--- config.mk ---
export PLATFORM = sky130hd
export DESIGN_NAME = s0_rs_enc_lfsr
export DESIGN_NICKNAME = d
export VERILOG_FILES = /design/src/rtl/s0_rs_enc_lfsr_pkg.sv /design/src/rtl/s0_rs_enc_lfsr_gf2m8_multi.sv /design/src/rtl/s0_rs_enc_lfsr.sv
export SDC_FILE = /design/constraint.sdc
export NUM_CORES = 1
export LEC_CHECK = 0
export CORE_AREA = 2 2 101 64
export CTS_CLUSTER_SIZE = 30
export DETAILED_ROUTE_END_ITERATION = 16
export DIE_AREA = 0 0 103 66
export PLACE_DENSITY = 0.75
export SLEW_MARGIN = 20
export SYNTH_ARGS = -nofsm -noshare
export SYNTH_HDL_FRONTEND = slang
export SYNTH_SLANG_ARGS = --single-unit
--- constraint.sdc ---
create_clock -name clk -period 2.64 [get_ports clk]
set_clock_uncertainty 0.15 [all_clocks]
set_input_delay 0.528 -clock clk [delete_from_list [all_inputs] [get_ports clk]]
set_output_delay 0.528 -clock clk [all_outputs]
set_load 0.005 [all_outputs]
--- src/rtl/s0_rs_enc_lfsr_pkg.sv ---
// Shared constants for the t=2 RS(N,K) encoder over GF(2^8), field poly 0x11D.
// Generator g(x) = x^4 + 0F x^3 + 36 x^2 + 78 x + 40, roots a^0..a^3.
package rs_pkg;
  localparam int         RS_T    = 2;
  localparam int         RS_NPAR = 4;
  localparam logic [7:0] GF_POLY = 8'h1D;
  localparam logic [7:0] RS_G0   = 8'h40;
  localparam logic [7:0] RS_G1   = 8'h78;
  localparam logic [7:0] RS_G2   = 8'h36;
  localparam logic [7:0] RS_G3   = 8'h0F;

  typedef enum logic {
    S_DATA = 1'b0,
    S_PAR  = 1'b1
  } rs_state_t;

  // Shift-and-add multiply; the x^8 overflow folds back through GF_POLY.
  function automatic logic [7:0] gf_mul(input logic [7:0] a, input logic [7:0] b);
    logic [7:0] acc;
    logic [7:0] sh;
    acc = 8'h00;
    sh  = a;
    for (int i = 0; i < 8; i++) begin
      if (b[i]) acc = acc ^ sh;
      sh = {sh[6:0], 1'b0} ^ (sh[7] ? GF_POLY : 8'h00);
    end
    return acc;
  endfunction
endpackage

--- src/rtl/s0_rs_enc_lfsr_gf2m8_multi.sv ---
// GF(2^8) multiplier (poly 0x11D), purely combinational.
// Used with one operand tied to a generator coefficient, so it reduces to an XOR network.
module gf2m8_multi
  import rs_pkg::*;
(
  input  logic [7:0] x,
  input  logic [7:0] y,
  output logic [7:0] z
);
  assign z = gf_mul(x, y);
endmodule

--- src/rtl/s0_rs_enc_lfsr.sv ---
// Systematic RS(RS_K+4, RS_K) encoder: message symbols pass through, then 4 LFSR parity symbols.
// Optional macro RS_ENC_ICG_EN: LFSR/counter registers run on a gated clock instead of enable muxes.
module s0_rs_enc_lfsr
  import rs_pkg::*;
#(
  parameter int RS_K = 251
) (
  input  logic       clk,
  input  logic       rstn,
  input  logic       msg_vld,
  input  logic [7:0] msg_data,
  output logic       msg_rdy,
  output logic       cw_vld,
  output logic [7:0] cw_data,
  output logic       cw_sop,
  output logic       cw_eop,
  output logic       cw_par
);
  // Counter must also cover the 0..3 parity phase, hence the floor of 2 bits.
  localparam int CNT_W = ($clog2(RS_K + 1) < 2) ? 2 : $clog2(RS_K + 1);

  // Handshake: a symbol transfers on a rising edge where msg_vld & msg_rdy; the cw_* side has no backpressure.
  rs_state_t        r_state;
  logic [CNT_W-1:0] r_cnt;
  logic [31:0]      r_lfsr;
  logic             r_cw_vld;
  logic [7:0]       r_cw_data;
  logic             r_cw_sop;
  logic             r_cw_eop;
  logic             r_cw_par;

  rs_state_t        w_state_nxt;
  logic [CNT_W-1:0] w_cnt_nxt;
  logic [31:0]      w_lfsr_nxt;
  logic             w_vld_nxt;
  logic [7:0]       w_data_nxt;
  logic             w_sop_nxt;
  logic             w_eop_nxt;
  logic             w_par_nxt;
  logic             w_accept;
  logic             w_ena;
  logic [7:0]       w_fb;
  logic [7:0]       w_m0;
  logic [7:0]       w_m1;
  logic [7:0]       w_m2;
  logic [7:0]       w_m3;

  assign msg_rdy  = (r_state == S_DATA);
  assign w_accept = msg_vld & msg_rdy;
  assign w_ena    = w_accept | (r_state == S_PAR);
  assign w_fb     = msg_data ^ r_lfsr[31:24];

  gf2m8_multi u_mul0 (.x(w_fb), .y(RS_G0), .z(w_m0));
  gf2m8_multi u_mul1 (.x(w_fb), .y(RS_G1), .z(w_m1));
  gf2m8_multi u_mul2 (.x(w_fb), .y(RS_G2), .z(w_m2));
  gf2m8_multi u_mul3 (.x(w_fb), .y(RS_G3), .z(w_m3));

  always_comb begin
    w_state_nxt = r_state;
    w_cnt_nxt   = r_cnt;
    w_lfsr_nxt  = r_lfsr;
    w_vld_nxt   = 1'b0;
    w_data_nxt  = r_cw_data;
    w_sop_nxt   = 1'b0;
    w_eop_nxt   = 1'b0;
    w_par_nxt   = 1'b0;
    case (r_state)
      S_DATA: begin
        if (w_accept) begin
          w_lfsr_nxt = {r_lfsr[23:16] ^ w_m3, r_lfsr[15:8] ^ w_m2, r_lfsr[7:0] ^ w_m1, w_m0};
          w_vld_nxt  = 1'b1;
          w_data_nxt = msg_data;
          w_sop_nxt  = (r_cnt == '0);
          if (r_cnt == CNT_W'(RS_K - 1)) begin
            w_cnt_nxt   = '0;
            w_state_nxt = S_PAR;
          end else begin
            w_cnt_nxt = r_cnt + 1'b1;
          end
        end
      end
      S_PAR: begin
        w_vld_nxt  = 1'b1;
        w_par_nxt  = 1'b1;
        w_data_nxt = r_lfsr[31:24];
        w_lfsr_nxt = {r_lfsr[23:0], 8'h00};
        if (r_cnt == CNT_W'(3)) begin
          w_eop_nxt   = 1'b1;
          w_cnt_nxt   = '0;
          w_state_nxt = S_DATA;
        end else begin
          w_cnt_nxt = r_cnt + 1'b1;
        end
      end
      default: w_state_nxt = S_DATA;
    endcase
  end

  always_ff @(posedge clk or negedge rstn) begin
    if (!rstn) begin
      r_state   <= S_DATA;
      r_cw_vld  <= 1'b0;
      r_cw_data <= 8'h00;
      r_cw_sop  <= 1'b0;
      r_cw_eop  <= 1'b0;
      r_cw_par  <= 1'b0;
    end else begin
      r_state   <= w_state_nxt;
      r_cw_vld  <= w_vld_nxt;
      r_cw_data <= w_data_nxt;
      r_cw_sop  <= w_sop_nxt;
      r_cw_eop  <= w_eop_nxt;
      r_cw_par  <= w_par_nxt;
    end
  end

`ifdef RS_ENC_ICG_EN
  logic w_gclk;

  icg u_icg (.clk(clk), .en(w_ena), .gclk(w_gclk));

  always_ff @(posedge w_gclk or negedge rstn) begin
    if (!rstn) begin
      r_lfsr <= 32'h0;
      r_cnt  <= '0;
    end else begin
      r_lfsr <= w_lfsr_nxt;
      r_cnt  <= w_cnt_nxt;
    end
  end
`else
  always_ff @(posedge clk or negedge rstn) begin
    if (!rstn) begin
      r_lfsr <= 32'h0;
      r_cnt  <= '0;
    end else if (w_ena) begin
      r_lfsr <= w_lfsr_nxt;
      r_cnt  <= w_cnt_nxt;
    end
  end
`endif

  assign cw_vld  = r_cw_vld;
  assign cw_data = r_cw_data;
  assign cw_sop  = r_cw_sop;
  assign cw_eop  = r_cw_eop;
  assign cw_par  = r_cw_par;
endmodule

==> impl_results.md, run 1 <==
* DRC viols at 0
* Hold Violations, Final at 0
* Rows at 22
* Critical Path Source Type: input port
* Mapped Cells at 316
* Clk slew on worst S/H paths at 0.10 ns
* Unique masters post-synth at 32
* Root Buffer Master: clkbuf_8
* Place WS at -0.1711 ns
* Top sig layer: met4
* Commonest cells post-synth: 53 x dfrtp_1, 32 x xnor2_1, 28 x nor2_1
* Reg2reg start: r_lfsr[25]
* N_diodes at 0
* CP dominant cell by count: xnor2_1
* CP arrival at 2.53 ns
* CP Buf/Inv Count at 3
* GRT Util Overall at 22.98%
* Initial antenna violation count at 0
* Worst skew pair latency at 0.32 ns
* RSZ-0062 raised after global routing: false
* R2R depth at 8
* Main combinational cell family by area after synthesis: XOR/XNOR gates
* Initial drt markers at 182
* Worst stage delay on the critical path at 0.44 ns
* Number of synthesized flops with an enable pin at 0
* Detailed Routing Iterations Pass 1 at 4
* Post-synth ARST share at 100.0%
* Reg-to-reg critical path endpoint: r_lfsr[13]
* Yosys reg bits at 53
* Area Overhead vs Synth at 20.58%
* Cell taking the most area after synthesis: dfrtp_1
* Delay-heaviest family, CP: XOR/XNOR gates
* WHS at 0.03398 ns
* Post-placement cell area at 0.003719 sq mm
* GP Congestion at 0.8427
* CP Data Required Time at 2.70 ns
* CTS tree: yes
* Die Ht at 66 um
* Deepest clock path buffer count at 2
* CTS Hold Buffers Added at 0
* H-tree depth at 2
* Synthesized area per cell at 9.986 sq um
* Compound-cell area share of the yosys netlist at 17.17%
* Adder-Cell Fraction of Synth Area at 1.190%
* Mux share of post-synthesis cell area at 2.895%
* Worst setup EP type: flop
* Mapped Nets at 330
* Post-Synth Simple-Gate Area at 11.02%
* Num ports at 24
* Flop2flop setup slack at 0.40 ns
* Sequential share of the synthesized area at 42.03%
* Core area at 0.005891 sq mm
* Nets at 382
* Final WS setup at 0.1638 ns
* Period utilization at 93.79%
* Final Cell Area at 0.003805 sq mm
* Mapped Area at 0.003156 sq mm
* Die area at 0.006798 sq mm
* Die Span X at 103 um
* Slew margin rel. at 64.40%
* Fmax at 403.9 MHz
* PortBufs at 23
* Vias per cell at 5.477
* Top cell type's share of synthesized area at 42.03%
* Final std cells w/o fill at 453
* Most numerous cell in the Yosys netlist: dfrtp_1
* Worst setup path category: in -> reg
* Top post-synthesis cells by area: dfrtp_1 42%, xnor2_1 8.9%, xnor2_2 4.1%
* Vias in the first global route at 2446
* Fin. max-slew vios at 0
* Gr ovfl total at 0
* Area of the multi-input gates at 0.001728 sq mm
* Final setup fails at 0
* Post-route ant nets at 0
* Hold Crit Class: in -> async
* Most used flip-flop cell after synthesis: dfrtp_1
* Largest net degree at the start of global routing at 54
* CP max stage cell: clkdlybuf4s50_1
* Routed wl met2 at 3.096 mm
* Crit-path cells: clkdlybuf4s50_1 > xnor2_1 > buf_4 > buf_4 > xnor2_1 > xnor2_1 > xnor2_1 > a21oi_1 > o2bb2a_1
* Met3 WL at 457 um
* Cts bufs inserted at 5
* Number of max-cap violations at 0
* Final Critical Period at 2.476 ns
* Post-Synth XOR/XNOR Area at 22.48%
* Wire length on met1 at 3.416 mm
* DR WL/cell at 15.57 um
* Post-CTS Setup Inserts at 0
* Detailed-route via count at 2481
* Warnings from Yosys at 0
* Register Area at 0.001326 sq mm
* Outcome: finished clean
* Worst-path maximum fanout at 3
* Placed insts at 445
* First-pass GRT wire length at 11.81 mm
* Starting Density at 53.57%
* Slew @ Worst Pin at 0.5340 ns
* Detailed-route wire length at 7.053 mm
* Post-CTS resize count at 0
* Num Clock Sinks at 53
* Fraction of layout instances using a drive strength above 1 at 16.80%
* HPWL after DPL at 5.052 mm
* Filler cell count at 479
-- flip-flops by register name, summed over array words and instances, names as in the netlist --
signal	cells
cw_sop	1
cw_data	8
cw_vld	1
cw_par	1
cw_eop	1
r_cnt	8
r_lfsr	32
r_state	1
-- final cells by class --
type,count,share of cell area [%]
inverter,11,1.085
clock inverter,3,0.4604
clock buffer,5,1.809
multi-input combinational,236,45.41
timing repair buffer,61,13.61
tap,84,2.762
sequential,53,34.86
-- worst reg2reg max path, delay by kind of cell, from the launching register on --
family / cells / cell delay (ns)
compound gates: 2 / 0.39
xor+xnor: 4 / 0.87
buf+inv: 2 / 0.30
flops: 1 / 0.42
-- layer usage --
metal | up-vias | track usage (%)
met4 | 0 | 7.566
met1 | 1183 | 34.12
li1 | 1210 | -
met5 | - | 0
met3 | 12 | 4.334
met2 | 76 | 33.77
-- cells by family (layout without fill, tap and decap cells) --
logic type | count (synthesis) | count (layout)
compound gates | 86 | 86
simple gates | 79 | 79
xor+xnor | 59 | 59
flops | 53 | 53
buf+inv | 27 | 80
mux | 9 | 9
fa+ha+maj | 3 | 3
-- through the flow --
| step | setup TNS (ns) | utilization (%) |
|---|---|---|
| final | 0 | 64.59 |
| after global routing | 0 | 64.59 |
| after CTS | 0 | 64.59 |
| after detailed placement | -0.9592 | 63.13 |
| after global placement | -0.4314 | 63.13 |
| after floorplan | 0 | - |
-- cell usage in the layout, fill, tap and decap left out, types with 2 or more instances in the layout --
cell / count
mux2i_1: 8
buf_2: 2
buf_4: 37
nand2_1: 25
nand3_1: 8
clkbuf_8: 5
a22oi_1: 10
clkdlybuf4s50_1: 21
dfrtp_1: 53
and2_1: 2
clkinv_2: 2
xnor2_1: 32
xor2_1: 11
and3_1: 3
a22o_1: 2
or3_1: 5
ha_1: 3
o311ai_1: 2
xnor2_2: 8
o22ai_1: 9
xnor3_1: 3
o22a_1: 8
a21oi_1: 21
xnor2_4: 4
a211oi_1: 8
inv_1: 11
o2bb2a_1: 2
nand4_1: 3
nor3_1: 4
o21ai_0: 24
nor2_1: 28
-- how the worst max path moves through the flow --
stage          cells past startpoint  slack (ns)    endpoint   startpoint
2_1_floorplan                      6        0.32  r_lfsr[27]  msg_data[7]
3_3_place_gp                       7       -0.06   r_lfsr[8]  msg_data[5]
3_5_place_dp                       9       -0.17  r_lfsr[13]  msg_data[1]
4_1_cts                            9        0.17  r_lfsr[13]  msg_data[1]
5_1_grt                            9        0.07  r_lfsr[16]  msg_data[6]
6_report                           9        0.16  r_lfsr[13]  msg_data[1]
Power of run 1 is not shown: default switching activity piles up to over one toggle a cycle in this logic, so the estimate is an artifact.
==> run 2, diff against run 1 <==
- REMOVE_ABC_BUFFERS: default -> 1
==> run 2 against run 1 <==
Count of clock-buffer cells in the layout is the same. Highest routed layer unchanged. Critical path depth is 1 higher. Sequential share of layout area is 0.64 points lower. Largest cell class unchanged. Non-clock buffer count rose by 1. Die area did not move. Core utilization grew 1.2 points. Worst setup slack got worse by 0.049 ns. Cell count rose by 0.22%. Register-to-register slack is essentially flat.
==> impl_results.md, run 2 (synthesis gave the netlist of run 1 again) <==
* Rows at 22 (unchanged)
* Post-placement cell area at 0.003724 sq mm (+0.13%)
* Hold Violations, Final at 0 (unchanged)
* Place WS at -0.1649 ns (+0.006175 ns)
* Final setup fails at 0 (unchanged)
* CP arrival at 2.58 ns (+0.05 ns)
* DR WL/cell at 15.42 um (-0.97%)
* Most common cell after layout, fill and taps aside: dfrtp_1
* Post-CTS Setup Inserts at 0 (unchanged)
* Reg with most FFs: r_lfsr
* GRT Util Overall at 23.45% (+0.46 points)
* Deepest clock path buffer count at 2 (unchanged)
* Num Clock Sinks at 53 (unchanged)
* First-pass GRT wire length at 12.22 mm (+3.4%)
* Final Critical Period at 2.526 ns (+0.04946 ns)
* Largest register FFs at 32 (unchanged)
* Worst setup path category: in -> reg
* Die area at 0.006798 sq mm (unchanged)
* DRC viols at 0 (unchanged)
* Detailed-route wire length at 7.000 mm (-0.75%)
* Die Span X at 103 um (unchanged)
* CTS tree: yes
* Worst stage delay on the critical path at 0.46 ns (+0.02 ns)
* CP max stage cell: clkdlybuf4s50_1
* Worst setup EP type: flop
* Initial drt markers at 189 (+3.8%)
* PortBufs at 23 (unchanged)
* Period utilization at 95.67% (+1.9 points)
* Worst-path maximum fanout at 4 (+1)
* Root Buffer Master: clkbuf_8
* Gr ovfl total at 0 (unchanged)
* CP Buf/Inv Count at 4 (+1)
* Num ports at 24 (unchanged)
* N_diodes at 0 (unchanged)
* Detailed Routing Iterations Pass 1 at 4 (unchanged)
* HPWL after DPL at 5.004 mm (-0.95%)
* Clk slew on worst S/H paths at 0.10 ns (about the same)
* Fmax at 395.9 MHz (-2.0%)
* Starting Density at 53.57% (unchanged)
* Final Cell Area at 0.003876 sq mm (+1.9%)
* Nets at 383 (+0.26%)
* Crit-path cells: clkdlybuf4s50_1 > xnor2_2 > buf_4 > buf_4 > xnor2_1 > buf_4 > xnor2_1 > xnor2_1 > a21oi_1 > o2bb2a_1
* CP Data Required Time at 2.69 ns (about the same)
* Most frequent cells in the layout: 53 x dfrtp_1, 37 x buf_4, 32 x xnor2_1, 28 x nor2_1, 25 x nand2_1
* Fraction of layout instances using a drive strength above 1 at 17.03% (+0.22 points)
* GP Congestion at 0.9088 (+7.8%)
* Largest net degree at the start of global routing at 56 (+3.7%)
* Slew margin rel. at 63.31% (-1.1 points)
* Post-CTS resize count at 0 (unchanged)
* H-tree depth at 2 (unchanged)
* Number of max-cap violations at 0 (unchanged)
* Area Overhead vs Synth at 22.84%
* Fin. max-slew vios at 0 (unchanged)
* Worst skew pair latency at 0.31 ns (about the same)
* Slew @ Worst Pin at 0.5504 ns (+0.01633 ns)
* Hold Crit Class: in -> async
* Core area at 0.005891 sq mm (unchanged)
* Die Ht at 66 um (unchanged)
* Critical Path Source Type: input port
* CTS Hold Buffers Added at 0 (unchanged)
* Final WS setup at 0.1144 ns (-0.04946 ns)
* Initial antenna violation count at 0 (unchanged)
* Detailed-route via count at 2503 (+0.89%)
* Vias in the first global route at 2485 (+1.6%)
* Outcome: finished clean
* Post-route ant nets at 0 (unchanged)
* Cts bufs inserted at 5 (unchanged)
* Delay-heaviest family, CP: buffers and inverters
* Vias per cell at 5.513 (+0.66%)
* Fin util at 65.80% (+1.2 points)
run 2: changes by cell type in the layout (fill, tap and decap cells not counted):
| cell | previous run | this run |
|---|---|---|
| inv_6 | 0 | 1 |
| clkinv_2 | 2 | 0 |
| buf_12 | 1 | 2 |
| clkinvlp_4 | 1 | 0 |
| o311ai_1 | 2 | 1 |
| o311ai_0 | 0 | 1 |
| bufinv_16 | 0 | 2 |
run 2: metal layers:
layer	vias to the layer above	track usage [%]	wire, um
met4	0	4.605	57
met3	8	4.334	428
met1	1202	35.30	3434
met5	-	0	0
met2	83	35.47	3079
li1	1210	-	-
run 2: metrics by stage:
stage               instances  hold WS, ns  setup TNS [ns]
global route              454      0.04404        -0.02431
CTS                       452      0.05125               0
global placement          444       0.3557         -0.7881
finish                    454      0.02529               0
detailed placement        444       0.3628          -1.266
floorplan                 300      0.08241               0
run 2: area by class of cell:
type,count,area [sq um]
Clock inverter,3,68.82
Multi-Input combinational cell,236,1728
Tap cell,84,105.1
Inverter,11,41.29
Timing Repair Buffer,62,538.0
Fill cell,479,2014
Clock buffer,5,68.82
Sequential cell,53,1326
run 2: worst paths after layout:
path | to | slack [ns] | cells after the start | start
setup / recovery | r_lfsr[13] | 0.11 | 10 | msg_data[7]
hold / removal | cw_data[2] | 0.03 | 2 | rstn
setup reg to reg | r_lfsr[13] | 0.39 | 9 | r_lfsr[31]
hold reg to reg | r_lfsr[28] | 0.38 | 1 | r_lfsr[20]
max in group asynchronous | cw_data[4] | 2.05 | 2 | rstn
min in group clk | r_lfsr[28] | 0.38 | 1 | r_lfsr[20]
Power of run 2 is left out for the same reason.
==> run 3, diff against run 2 <==
- SLEW_MARGIN: 20 -> 15
==> results of run 3 <==
Final layout, timing and power as in run 2 (identical DEF).
Power of run 3 is left out for the same reason.
